File: config.mk
export PLATFORM = sky130hd
export DESIGN_NAME = pdm_modulator
export DESIGN_NICKNAME = d
export VERILOG_FILES = /design/src/rtl/pdm_modulator.sv
export SDC_FILE = /design/constraint.sdc
export NUM_CORES = 1
export LEC_CHECK = 0
export ABC_AREA = 1
export CAP_MARGIN = 20
export CORE_ASPECT_RATIO = 0.75
export CORE_MARGIN = 2
export CORE_UTILIZATION = 55
export DETAILED_ROUTE_END_ITERATION = 16
export HOLD_SLACK_MARGIN = 0.08
export PLACE_DENSITY = 0.72
export SYNTH_ARGS = -nofsm -noshare
export SYNTH_HDL_FRONTEND = slang
export SYNTH_SLANG_ARGS = --single-unit
File: constraint.sdc
create_clock -name clk -period 7.95 [get_ports clk]
set_clock_uncertainty 0.2 [all_clocks]
set_input_delay 1.59 -clock clk [delete_from_list [all_inputs] [get_ports clk]]
set_output_delay 1.59 -clock clk [all_outputs]
set_load 0.05 [all_outputs]
File: src/rtl/pdm_modulator.sv
// Second-order CIFB delta-sigma PDM modulator fed by a small PCM sample FIFO.
// Each PCM sample is held for R output clocks; IDLE emits the 1,0,1,0 idle-zero pattern.
module pdm_modulator #(
  parameter int R          = 12,
  parameter int IN_WIDTH   = 16,
  parameter int FIFO_DEPTH = 4,
  parameter int PREFILL    = 2
) (
  input  logic                       clk,
  input  logic                       rst_n,
  input  logic                       enable,
  input  logic signed [IN_WIDTH-1:0] pcm_in,
  input  logic                       pcm_valid,
  output logic                       pcm_ready,
  output logic                       pdm_out,
  output logic                       sample_tick,
  output logic                       underflow,
  output logic                       running
);

  localparam int W1 = IN_WIDTH + 3;
  localparam int W2 = IN_WIDTH + 5;
  localparam int AW = (FIFO_DEPTH > 1) ? $clog2(FIFO_DEPTH) : 1;
  localparam int CW = $clog2(FIFO_DEPTH + 1);
  localparam int PW = $clog2(R);

  localparam logic [CW-1:0] DEPTH_C    = CW'(FIFO_DEPTH);
  localparam logic [CW-1:0] PREFILL_C  = CW'(PREFILL);
  localparam logic [PW-1:0] PHASE_LAST = PW'(R - 1);

  // Full scale and clamp limits, carried two bits wider than each integrator
  localparam logic signed [W1+1:0] FS1  = {{(W1+2-IN_WIDTH){1'b0}}, 1'b1, {(IN_WIDTH-1){1'b0}}};
  localparam logic signed [W1+1:0] MAX1 = {3'b000, {(W1-1){1'b1}}};
  localparam logic signed [W1+1:0] MIN1 = {3'b111, {(W1-1){1'b0}}};
  localparam logic signed [W2+1:0] FS2  = {{(W2+2-IN_WIDTH){1'b0}}, 1'b1, {(IN_WIDTH-1){1'b0}}};
  localparam logic signed [W2+1:0] MAX2 = {3'b000, {(W2-1){1'b1}}};
  localparam logic signed [W2+1:0] MIN2 = {3'b111, {(W2-1){1'b0}}};

  typedef enum logic {IDLE, RUN} state_t;

  state_t                     state, state_next;
  logic signed [IN_WIDTH-1:0] mem [FIFO_DEPTH];
  logic [AW-1:0]              wr_ptr, rd_ptr;
  logic [CW-1:0]              count;
  logic [PW-1:0]              phase;
  logic signed [IN_WIDTH-1:0] head, x_reg;
  logic signed [W1-1:0]       int1, int1_next;
  logic signed [W2-1:0]       int2, int2_next;
  logic signed [W1+1:0]       sum1, fb1;
  logic signed [W2+1:0]       sum2, fb2;
  logic                       y;
  logic                       push, pop, start, pop_due, starve;

  function automatic logic signed [W1-1:0] sat1(input logic signed [W1+1:0] v);
    if (v > MAX1)      sat1 = MAX1[W1-1:0];
    else if (v < MIN1) sat1 = MIN1[W1-1:0];
    else               sat1 = v[W1-1:0];
  endfunction

  function automatic logic signed [W2-1:0] sat2(input logic signed [W2+1:0] v);
    if (v > MAX2)      sat2 = MAX2[W2-1:0];
    else if (v < MIN2) sat2 = MIN2[W2-1:0];
    else               sat2 = v[W2-1:0];
  endfunction

  assign head      = mem[rd_ptr];
  assign pcm_ready = (count < DEPTH_C);
  assign push      = pcm_valid && pcm_ready;
  assign start     = (state == IDLE) && enable && (count >= PREFILL_C);
  assign pop_due   = (state == RUN) && enable && (phase == PHASE_LAST);
  assign pop       = start || (pop_due && (count != '0));
  assign starve    = pop_due && (count == '0);
  assign running   = (state == RUN);

  // Sample FIFO: pushes are independent of the modulator state
  always_ff @(posedge clk) begin
    if (push) mem[wr_ptr] <= pcm_in;
  end

  always_ff @(posedge clk or negedge rst_n) begin
    if (!rst_n) begin
      wr_ptr <= '0;
      rd_ptr <= '0;
      count  <= '0;
    end else begin
      if (push) wr_ptr <= wr_ptr + AW'(1);
      if (pop)  rd_ptr <= rd_ptr + AW'(1);
      if (push && !pop)      count <= count + CW'(1);
      else if (pop && !push) count <= count - CW'(1);
    end
  end

  always_comb begin
    state_next = state;
    case (state)
      IDLE: if (start)   state_next = RUN;
      RUN:  if (!enable) state_next = IDLE;
    endcase
  end

  always_ff @(posedge clk or negedge rst_n) begin
    if (!rst_n) state <= IDLE;
    else        state <= state_next;
  end

  // Loop filter: both integrators use pre-update values; int2 sees the new int1
  always_comb begin
    y         = ~int2[W2-1];
    fb1       = y ? FS1 : -FS1;
    fb2       = y ? FS2 : -FS2;
    sum1      = (W1+2)'(int1) + (W1+2)'(x_reg) - fb1;
    int1_next = sat1(sum1);
    sum2      = (W2+2)'(int2) + (W2+2)'(int1_next) - fb2;
    int2_next = sat2(sum2);
  end

  always_ff @(posedge clk or negedge rst_n) begin
    if (!rst_n) begin
      pdm_out     <= 1'b0;
      sample_tick <= 1'b0;
      underflow   <= 1'b0;
      x_reg       <= '0;
      phase       <= '0;
      int1        <= '0;
      int2        <= '0;
    end else begin
      sample_tick <= pop;
      underflow   <= starve;
      if (state == IDLE) begin
        pdm_out <= ~pdm_out;
        if (start) begin
          x_reg <= head;
          phase <= '0;
          int1  <= '0;
          int2  <= '0;
        end
      end else if (!enable) begin
        // Leaving RUN: modulator state is dropped, queued samples are kept
        pdm_out <= ~pdm_out;
        x_reg   <= '0;
        phase   <= '0;
        int1    <= '0;
        int2    <= '0;
      end else begin
        pdm_out <= y;
        int1    <= int1_next;
        int2    <= int2_next;
        phase   <= (phase == PHASE_LAST) ? '0 : phase + PW'(1);
        if (pop) x_reg <= head;
      end
    end
  end

endmodule

# Yosys cells after proc, flatten, opt, wreduce, memory -nomap -nowiden

Memory sizes are Yosys's and may differ from the RTL's.
Index checks and enable logic that the tools add are counted.

Register bits after elaboration: 71
Memory bits (writable): 64
Output and inout bits: 5
Logic and storage cells: 78
Memories kept: 1

Memories:

| name | depth | bits a word | rd ports | clocked after memory_dff | write ports | line | source |
|---|---|---|---|---|---|---|---|
| mem  | 4     | 16          | 1        | 0                        | 1           | 42   | `logic signed [IN_WIDTH-1:0] mem [FIFO_DEPTH];` |

Add/subtract/negate cells: 9
Order comparisons: 6
Equal/unequal tests: 2
Multiplexer cells: 29
Bitwise gates (word level): 3
Reduce and logical (&&, ||, !) cells: 17

Operator list:

| operator                                                                            | number |
|---|---|
| 21-bit two-way mux                                                                  | 6 |
| 19-bit two-way mux                                                                  | 5 |
| 16-bit two-way mux                                                                  | 4 |
| 23-bit by 21-bit > comparator with 1-bit output, second input constant              | 1 |
| 23-bit by 21-bit less-than comparator with 1-bit output, second input constant      | 1 |
| 23-bit two-way mux                                                                  | 1 |
| 22-bit by 23-bit subtractor with 23-bit output                                      | 1 |
| 21-bit by 19-bit adder with 22-bit output                                           | 1 |
| 21-bit by 19-bit > comparator with 1-bit output, second input constant              | 1 |
| 21-bit by 19-bit less-than comparator with 1-bit output, second input constant      | 1 |
| 20-bit by 21-bit subtractor with 21-bit output                                      | 1 |
| 19-bit by 16-bit adder with 20-bit output                                           | 1 |
| 4-bit two-way mux                                                                   | 4 |
| 1-bit logical AND                                                                   | 9 |
| 1-bit two-way mux                                                                   | 6 |
| 3-bit two-way mux                                                                   | 2 |
| 2-bit by 1-bit adder with 2-bit output, second input constant                       | 2 |
| 4-bit by 1-bit adder with 4-bit output, second input constant                       | 1 |
| 4-bit equality test, second input constant                                          | 1 |
| 2-bit nonzero test                                                                  | 2 |
| 3-bit by 1-bit adder with 3-bit output, second input constant                       | 1 |
| 3-bit by 2-bit greater-or-equal comparator with 1-bit output, second input constant | 1 |
| 3-bit logical NOT                                                                   | 1 |
| 3-bit less-than comparator, second input constant                                   | 1 |
| 8 further kinds                                                                     | 11 |

# Logic depth before layout (Yosys ltp)

Gate-level depths: netlist (run 1).

Depth after elaboration: 12
Depth in mapped cells: 38
Gate-level depth less buffers: 37

# Worst setup path after synthesis (run 1)

No wires, ideal clock.

Kind: flip-flop to flip-flop
Start: register int2[20]
End: register int2[2]
Library setup time: 0.127 ns
Arrival time: 4.490 ns
Required time: 7.623 ns
Path slack: 3.133 ns
Stages on the path, launching flop included: 33
Buffers on the path: 2
Clock period less this slack: 4.817 ns
Path through: dfrtp_1 -> inv_1 -> fa_1 -> ha_1 -> nand2_2 -> inv_1 -> nand2_1 -> nand2_1 -> a21oi_1 -> nand3_2 -> nand2_1 -> nand2_1 -> nand3_1 -> nand2_4 -> buf_8 -> nand2_2 -> inv_1 -> fa_1 -> inv_1 -> ha_1 -> nand2_1 -> inv_1 -> nand2_1 -> nand2_1 -> a21oi_1 -> nand3_1 -> nand2_1 -> nand2_1 -> nand2_2 -> nand2_4 -> buf_6 -> nand3_1 -> nand3_1

Longest elaborated chain between the ends: 12
Elaborated cells on any way between the ends: 15

RTL lines:

| element                                                 | line | source |
|---|---|---|
| from (decl)                                             | 48   | `logic signed [W2-1:0] int2, int2_next;` |
| from (signal assigned)                                  | 147  | `int2 <= int2_next;` |
| 21-bit two-way mux                                      | 109  | `fb1 = y ? FS1 : -FS1;` |
| 20-bit by 21-bit subtractor with 21-bit output          | 111  | `sum1 = (W1+2)'(int1) + (W1+2)'(x_reg) - fb1;` |
| 21-bit by 19-bit less-than comparator with 1-bit output | 56   | `else if (v < MIN1) sat1 = MIN1[W1-1:0];` |
| 19-bit two-way mux                                      | 56   |  |
| 19-bit two-way mux                                      | 55   | `if (v > MAX1) sat1 = MAX1[W1-1:0];` |
| 21-bit by 19-bit adder with 22-bit output               | 113  | `sum2 = (W2+2)'(int2) + (W2+2)'(int1_next) - fb2;` |
| 22-bit by 23-bit subtractor with 23-bit output (*)      | 113  |  |
| 23-bit by 21-bit less-than comparator with 1-bit output | 62   | `else if (v < MIN2) sat2 = MIN2[W2-1:0];` |
| 21-bit two-way mux                                      | 62   |  |
| 21-bit two-way mux (*)                                  | 61   | `if (v > MAX2) sat2 = MAX2[W2-1:0];` |
| 21-bit two-way mux (*)                                  | 137  | `end else if (!enable) begin` |
| 21-bit two-way mux (*)                                  | 129  | `if (state == IDLE) begin` |

Mark *: on every way between the ends. The rest lies on a longest branch, timed or not.
A chain may end at the register's enable or synchronous reset.

# Worst setup path in the final report (run 1)

Start: register int2[20]
End: register int2[16]

Same word-level chain as after synthesis.

==> implementation parameters, run 1 <==
Parameter                              Value

Status
  Result of the run    completed

Timing
  Sum Neg Setup Slack    0 ps
  Final worst-path cycle share    0.7241
  Headroom to the max-slew limit    0.3709
  Slew at the pin closest to its max-slew limit    943.6 ps
  Number of hold-slack violations in the final timing report    0
  Final-report max-slew violation count    0
  Worst hold slack across all endpoints    278.3 ps
  Unrepaired setup endpoints after global routing    no
  Endpoints failing setup    0
  Tmin final    5756 ps
  Maximum clock frequency    0.1737 GHz

Place
  Half-perimeter wire length after placement    16,180 um
  Number of input and output port buffers inserted    24
  RD Place Congestion    0.9925

Layout
  Largest register by flop count    mem
  End-of-flow core utilization    0.6322
  Diodes inserted    0
  Flip-flop count of the largest register after layout    64
  Final Net Count    1,300
  Biggest regs    mem x64, int2 x21, int1 x19
  Synthesis-to-finish area growth    11.60%
  Proportion of layout cells with a drive suffix above 1    0.06639

Global routing
  Global-route wire length before repair    36,540 um
  Aggregate global-route resource usage    0.2637
  Largest net degree at the start of global routing    72
  Residual overflow from global routing    0
  Initial antenna violation count    0
  Number of global-route vias before repair    7,193

Clocking
  TritonCTS clock tree    done
  Hold-fix buffers at CTS    0
  Worst-skew pair later-pin latency    420 ps
  Longest Clk Path Bufs    2
  Total clock buffers created by CTS    17
  H-tree lvl count    4
  Count of cells resized by post-cts repair    0
  Clock slew at reported path FFs    60 ps
  Number of buffers added for setup after CTS    0
  Total number of clock tree sinks    135
  Library cell used as clock root buffer    sky130_fd_sc_hd__clkbuf_16

Critical path
  Arrival time worst endpoint    5900 ps
  Max incr delay on CP    520 ps
  CP Data Required Time    8090 ps
  Endpoint class of the critical path    register
  Kind of critical path    reg2reg
  Startpoint class of the critical path    register
  Most used cell, CP    sky130_fd_sc_hd__nand2_1
  Critical path's slowest cell    sky130_fd_sc_hd__dfrtp_1
  Highest fanout seen on the critical path    18

Route
  Aggregate routed wire length    22,050 um
  Total number of vias    7,539
  DRC errors left    0
  Drt via density    5.328
  Number of iterations in the first detailed-routing pass    5
  Routed wirelength normalized by instance count    15.58 um
  Drt first-iter violations    823
  Number of nets still failing antenna checks after routing    0

Synth
  Flip-flop cell with the highest count after synthesis    sky130_fd_sc_hd__dfrtp_1
  Fraction of the yosys area taken by sequential cells    0.4039
  Cell Area, Synth    9158 um^2
  Number of distinct library cells after synthesis    40
  #FFs+latches synth    135
  Syn_nets    1,274
  Instance count of the mapped netlist    1,166
  Number of enable flip-flop cells after synthesis    64
  Fraction of registers with async set/reset    0.5259
  Yosys warns    0
  Mean cell area of the mapped netlist    7.854 um^2

Flow run
  Number of maximum-capacitance constraint violations    0

Floorplanning
  Horizontal die dimension    153.0 um
  Floorplan Core Area    16,170 um^2
  Die footprint    17,710 um^2
  Num rows    40
  Starting Density    0.5665
  Number of ports placed on the die boundary    25
  Overall die height    115.7 um

Worst hold path
  Path category of the worst min-delay check    reg2reg
worst max-delay path, delay by kind of cell, from the launching register on:
kind                     cells  cell delay [ps]
buffers and inverters        5              690
AO/OA/AOI/OAI                2              460
adder cells (fa/ha/maj)      4             1730
flip-flops                   1              520
AND/OR/NAND/NOR             18             2070
final cells by class:
| cell class | count | area, um^2 |
|---|---|---|
| multi-input combinational | 787 | 4503 |
| clock buffer | 17 | 425.4 |
| inverter | 219 | 823.3 |
| clock inverter | 15 | 209.0 |
| sequential | 135 | 3699 |
| fill | 1428 | 5946 |
| timing repair buffer | 32 | 297.8 |
| tap | 210 | 262.8 |
cells in the final DEF, fill, tap and decap left out, drive strengths merged, types with 2 or more instances in the layout:
cell / Yosys / routed
nand4: 15 / 15
fa: 8 / 8
nor3: 2 / 2
o21ai: 62 / 62
and2: 4 / 4
ha: 80 / 80
bufinv: 0 / 2
o21bai: 7 / 7
o22ai: 19 / 19
a31oi: 3 / 3
clkbuf: 17 / 17
dfrtp: 71 / 71
clkinv: 1 / 6
a21oi: 39 / 39
nand2: 329 / 329
clkinvlp: 0 / 2
xor2: 22 / 22
clkdlybuf4s50: 0 / 23
edfxtp: 64 / 64
nor2: 95 / 95
buf: 8 / 9
inv: 218 / 224
xnor2: 15 / 15
nand3: 77 / 77
nand3b: 5 / 5
per-stage QoR:
stage,setup slack [ps],std cells,cell area [um^2]
after floorplan,3133,1166,9158
after global placement,2583,1383,9585
after detailed placement,2332,1383,9585
after CTS,2325,1415,10220
after global routing,1797,1415,10220
final,2194,1415,10220
cells by family after synthesis:
kind of cell    count (synthesis)  share of synthesized area
compound gates                132                    0.07938
xor+xnor                       37                    0.03539
fa+ha+maj                      88                     0.1268
buf+inv                       244                     0.1051
flops                         135                     0.4039
mux                             1                   0.001230
simple gates                  529                     0.2483
Yosys cell counts, drive strengths merged (2+ instances only):
cell type	count	area, um^2
clkbuf	17	63.81
o21ai	62	314.1
and2	4	27.53
nand3	77	412.9
nand4	15	93.84
o22ai	19	118.9
nor3	2	10.01
buf	8	75.07
xor2	22	192.7
nor2	95	376.6
a31oi	3	18.77
a21oi	39	206.5
dfrtp	71	1777
nand3b	5	50.05
nand2	329	1290
xnor2	15	131.4
o21bai	7	52.55
ha	80	1001
inv	218	818.3
edfxtp	64	1922
fa	8	160.2
final timing paths:
path | start | endpoint | slack, ps | cells past startpoint
min | int1[8]$_DFFE_PN0P_ | int1[8]$_DFFE_PN0P_ | 280 | 2
min reg2reg | int1[8]$_DFFE_PN0P_ | int1[8]$_DFFE_PN0P_ | 280 | 2
max in group asynchronous | rst_n | int1[12]$_DFFE_PN0P_ | 5820 | 1
min in group asynchronous | rst_n | phase[3]$_DFFE_PN0P_ | 1110 | 1
max | int2[20]$_DFFE_PN0P_ | int2[16]$_DFFE_PN0P_ | 2190 | 29
max reg2reg | int2[20]$_DFFE_PN0P_ | int2[16]$_DFFE_PN0P_ | 2190 | 29
metal layers:
layer | GRT usage | routed length [um]
met4 | 0.07222 | 353
met1 | 0.4058 | 10890
met2 | 0.3806 | 8888
met5 | 0 | 0
met3 | 0.05198 | 1910
Power of run 1 is left out: the tool's default activity adds up to more than one toggle a clock period on the data nets, which glitch-free logic cannot reach.
==> run 2, diff against run 1 <==
--- a/config.mk
+++ b/config.mk
@@ -12,7 +12,7 @@
 export CORE_UTILIZATION = 55
 export DETAILED_ROUTE_END_ITERATION = 16
 export HOLD_SLACK_MARGIN = 0.08
-export PLACE_DENSITY = 0.72
+export PLACE_DENSITY = 0.75
 export SYNTH_ARGS = -nofsm -noshare
 export SYNTH_HDL_FRONTEND = slang
 export SYNTH_SLANG_ARGS = --single-unit
==> constraint.sdc (replaced) <==
create_clock -name clk -period 4.7 [get_ports clk]
set_clock_uncertainty 0.2 [all_clocks]
set_input_delay 0.94 -clock clk [delete_from_list [all_inputs] [get_ports clk]]
set_output_delay 0.94 -clock clk [all_outputs]
set_load 0.05 [all_outputs]
==> run 2 against run 1 <==
Effect of this change: the flow now finishes with violations (negative setup slack); final cell count increased by 6.3%; hold slack improved by 4.7 ps; highest routed layer unchanged; first-iteration DRC count increased by 5.2%; utilization rose by 7.8 points; non-clock buffer count grew 87; die area stayed put; clock-buffer cell count stayed put; register-to-register slack worse by 2300 ps.
==> implementation parameters, run 2 (synthesized netlist as in run 1, its figures left out) <==
Parameter                              Value

Status
  Result of the run    finished with violations
  Violations in the final reports    negative setup slack

Flow run
  Number of maximum-capacitance constraint violations    0 (unchanged)

Floorplanning
  Starting Density    0.5665 (unchanged)
  Number of ports placed on the die boundary    25 (unchanged)
  Die footprint    17,710 um^2 (unchanged)
  Overall die height    115.7 um (unchanged)
  Horizontal die dimension    153.0 um (unchanged)
  Floorplan Core Area    16,170 um^2 (unchanged)
  Num rows    40 (unchanged)

Critical path
  Endpoint class of the critical path    register
  Kind of critical path    reg2reg
  First element of the critical path    x_reg[15]$_DFFE_PN0P_
  Startpoint class of the critical path    register
  Start of the worst register-to-register path    x_reg[15]$_DFFE_PN0P_
  CP Data Required Time    4820 ps (-3270 ps)
  Endpoint of the worst-slack reg-to-reg timing path    int2[20]$_DFFE_PN0P_
  Worst R2R Path Depth    27 (-6.9%)
  Highest fanout seen on the critical path    9 (-9)
  R2r setup slk    -130 ps (-2320 ps)
  Arrival time worst endpoint    4950 ps (-950 ps)

Layout
  Final design area excluding fillers    11,480 um^2 (+12%)
  Seq. cell area    3700 um^2 (about the same)
  Biggest regs    mem x64, int2 x21, int1 x19
  Commonest non-fill, non-tap cells in the layout    278 x sky130_fd_sc_hd__nand2_1, 204 x sky130_fd_sc_hd__inv_1, 92 x sky130_fd_sc_hd__buf_4
  Proportion of layout cells with a drive suffix above 1    0.2133 (+0.1469)
  Non-filler instance count after layout    1,504 (+6.3%)
  Leading cell type in the layout, fill and taps excluded    sky130_fd_sc_hd__nand2_1
  End-of-flow core utilization    0.7100 (+0.07779)
  Largest register by flop count    mem
  Fill cell total of the finished layout    1,199 (-16%)
  Final Net Count    1,389 (+6.8%)
  Diodes inserted    0 (unchanged)
  Flip-flop count of the largest register after layout    64 (unchanged)
  Multi-input logic area    5107 um^2 (+13%)
  Synthesis-to-finish area growth    25.33%

Clocking
  H-tree lvl count    4 (unchanged)
  Worst-skew pair later-pin latency    430 ps (about the same)
  Longest Clk Path Bufs    2 (unchanged)
  Clock slew at reported path FFs    60 ps (about the same)
  Library cell used as clock root buffer    sky130_fd_sc_hd__clkbuf_16
  TritonCTS clock tree    done
  Total clock buffers created by CTS    17 (unchanged)
  Total number of clock tree sinks    135 (unchanged)

Route
  Drt via density    5.478 (+2.8%)
  Drt first-iter violations    866 (+5.2%)
  Routed wirelength normalized by instance count    16.34 um (+4.9%)
  Aggregate routed wire length    24,570 um (+11%)
  Total number of vias    8,239 (+9.3%)
  Number of nets still failing antenna checks after routing    0 (unchanged)
  Number of iterations in the first detailed-routing pass    6 (+1)
  DRC errors left    0 (unchanged)

Global routing
  Residual overflow from global routing    0 (unchanged)
  Number of global-route vias before repair    7,869 (+9.4%)
  Initial antenna violation count    0 (unchanged)
  Global-route wire length before repair    39,430 um (+7.9%)
  Aggregate global-route resource usage    0.2842 (+0.02053)
  Largest net degree at the start of global routing    72 (unchanged)

Worst hold path
  Start point of the worst min-delay path    int1[6]$_DFFE_PN0P_
  Path category of the worst min-delay check    reg2reg
  End point of the most critical hold path    int1[6]$_DFFE_PN0P_
  Number of cells on the worst hold path    2 (unchanged)

Timing
  Slew at the pin closest to its max-slew limit    945.0 ps (+1.443 ps)
  Tmin final    4831 ps (-925.0 ps)
  Headroom to the max-slew limit    0.3693 (-0.001656)
  Unrepaired setup endpoints after global routing    yes
  Final worst-path setup slack    -131.3 ps (-2325 ps)
  Endpoints failing setup    21 (+21)
  Number of hold-slack violations in the final timing report    0 (unchanged)
  Maximum clock frequency    0.2070 GHz (+19%)
  Final-report max-slew violation count    0 (unchanged)
  Final worst-path cycle share    1.028 (+0.3039)

Place
  Half-perimeter wire length after placement    17,170 um (+6.1%)
  Number of input and output port buffers inserted    24 (unchanged)
  Placement-stage cell area    10,200 um^2 (+6.4%)
  Pre-CTS setup slack    -320.8 ps (-2653 ps)
  Instance count after placement with tap cells included    1,461 (+5.6%)
  RD Place Congestion    0.9758 (-1.7%)
## run 2: stage by stage
step	setup TNS (ps)	hold WS, ps
2_1_floorplan	0	248.8
3_3_place_gp	-2408	263.3
3_5_place_dp	-5368	266.3
4_1_cts	-709.1	284.4
5_1_grt	-6341	312.1
6_report	-1780	283.0
## run 2: how the worst max path moves through the flow
stage | end | depth (start not counted)
2_1_floorplan | int2[2]$_DFFE_PN0P_ | 33
3_3_place_gp | int2[14]$_DFFE_PN0P_ | 33
3_5_place_dp | int2[12]$_DFFE_PN0P_ | 32
4_1_cts | int2[12]$_DFFE_PN0P_ | 29
5_1_grt | int2[1]$_DFFE_PN0P_ | 32
6_report | int2[20]$_DFFE_PN0P_ | 27
## run 2: timing repair
item	4_1_cts	5_1_grt
endpoints found under the setup margin	21	21
gates resized for setup	72	60
cloned	2	1
hold buffers	0	0
setup buffers	2	6
pin swaps	22	31
endpoints found under the hold margin	0	0
## run 2: routing by layer
metal / GRT usage / up-vias / part of all wire
li1: - / 3950 / -
met1: 0.4059 / 3886 / 0.46
met2: 0.4335 / 358 / 0.43
met3: 0.06806 / 45 / 0.088
met4: 0.09136 / 0 / 0.020
met5: 0 / - / 0
## run 2: critical path, cell delays in order, from the launching register on
cell                       delay (ps)
sky130_fd_sc_hd__dfrtp_1          360
sky130_fd_sc_hd__inv_2             70
sky130_fd_sc_hd__fa_1             550
sky130_fd_sc_hd__inv_2             60
sky130_fd_sc_hd__ha_4             290
sky130_fd_sc_hd__nand4_1          220
sky130_fd_sc_hd__nor2_2           210
sky130_fd_sc_hd__nand3_2          100
sky130_fd_sc_hd__nand3_1          110
sky130_fd_sc_hd__nand2_1           70
sky130_fd_sc_hd__nand2_1           70
sky130_fd_sc_hd__nand2_2           70
sky130_fd_sc_hd__nand2_4           90
sky130_fd_sc_hd__buf_12           130
sky130_fd_sc_hd__nand2_2           50
sky130_fd_sc_hd__nand2_2           60
sky130_fd_sc_hd__fa_1             460
sky130_fd_sc_hd__ha_4             340
sky130_fd_sc_hd__nand2_4           70
sky130_fd_sc_hd__nor2_2           150
sky130_fd_sc_hd__nand2_1          110
sky130_fd_sc_hd__o21bai_2         240
sky130_fd_sc_hd__nand3_2           90
sky130_fd_sc_hd__nand2_2           70
sky130_fd_sc_hd__nand2_4          130
sky130_fd_sc_hd__buf_4            130
sky130_fd_sc_hd__o22ai_1           60
sky130_fd_sc_hd__buf_4            160
## run 2: area by class of cell
type,instances,area share
timing repair buffer,119,0.08689
clock buffer,17,0.03707
clock inverter,15,0.01406
multi-input combinational,789,0.4450
inverter,219,0.07173
tap,210,0.02289
sequential,135,0.3224
Power of run 2 is left out for the same reason.
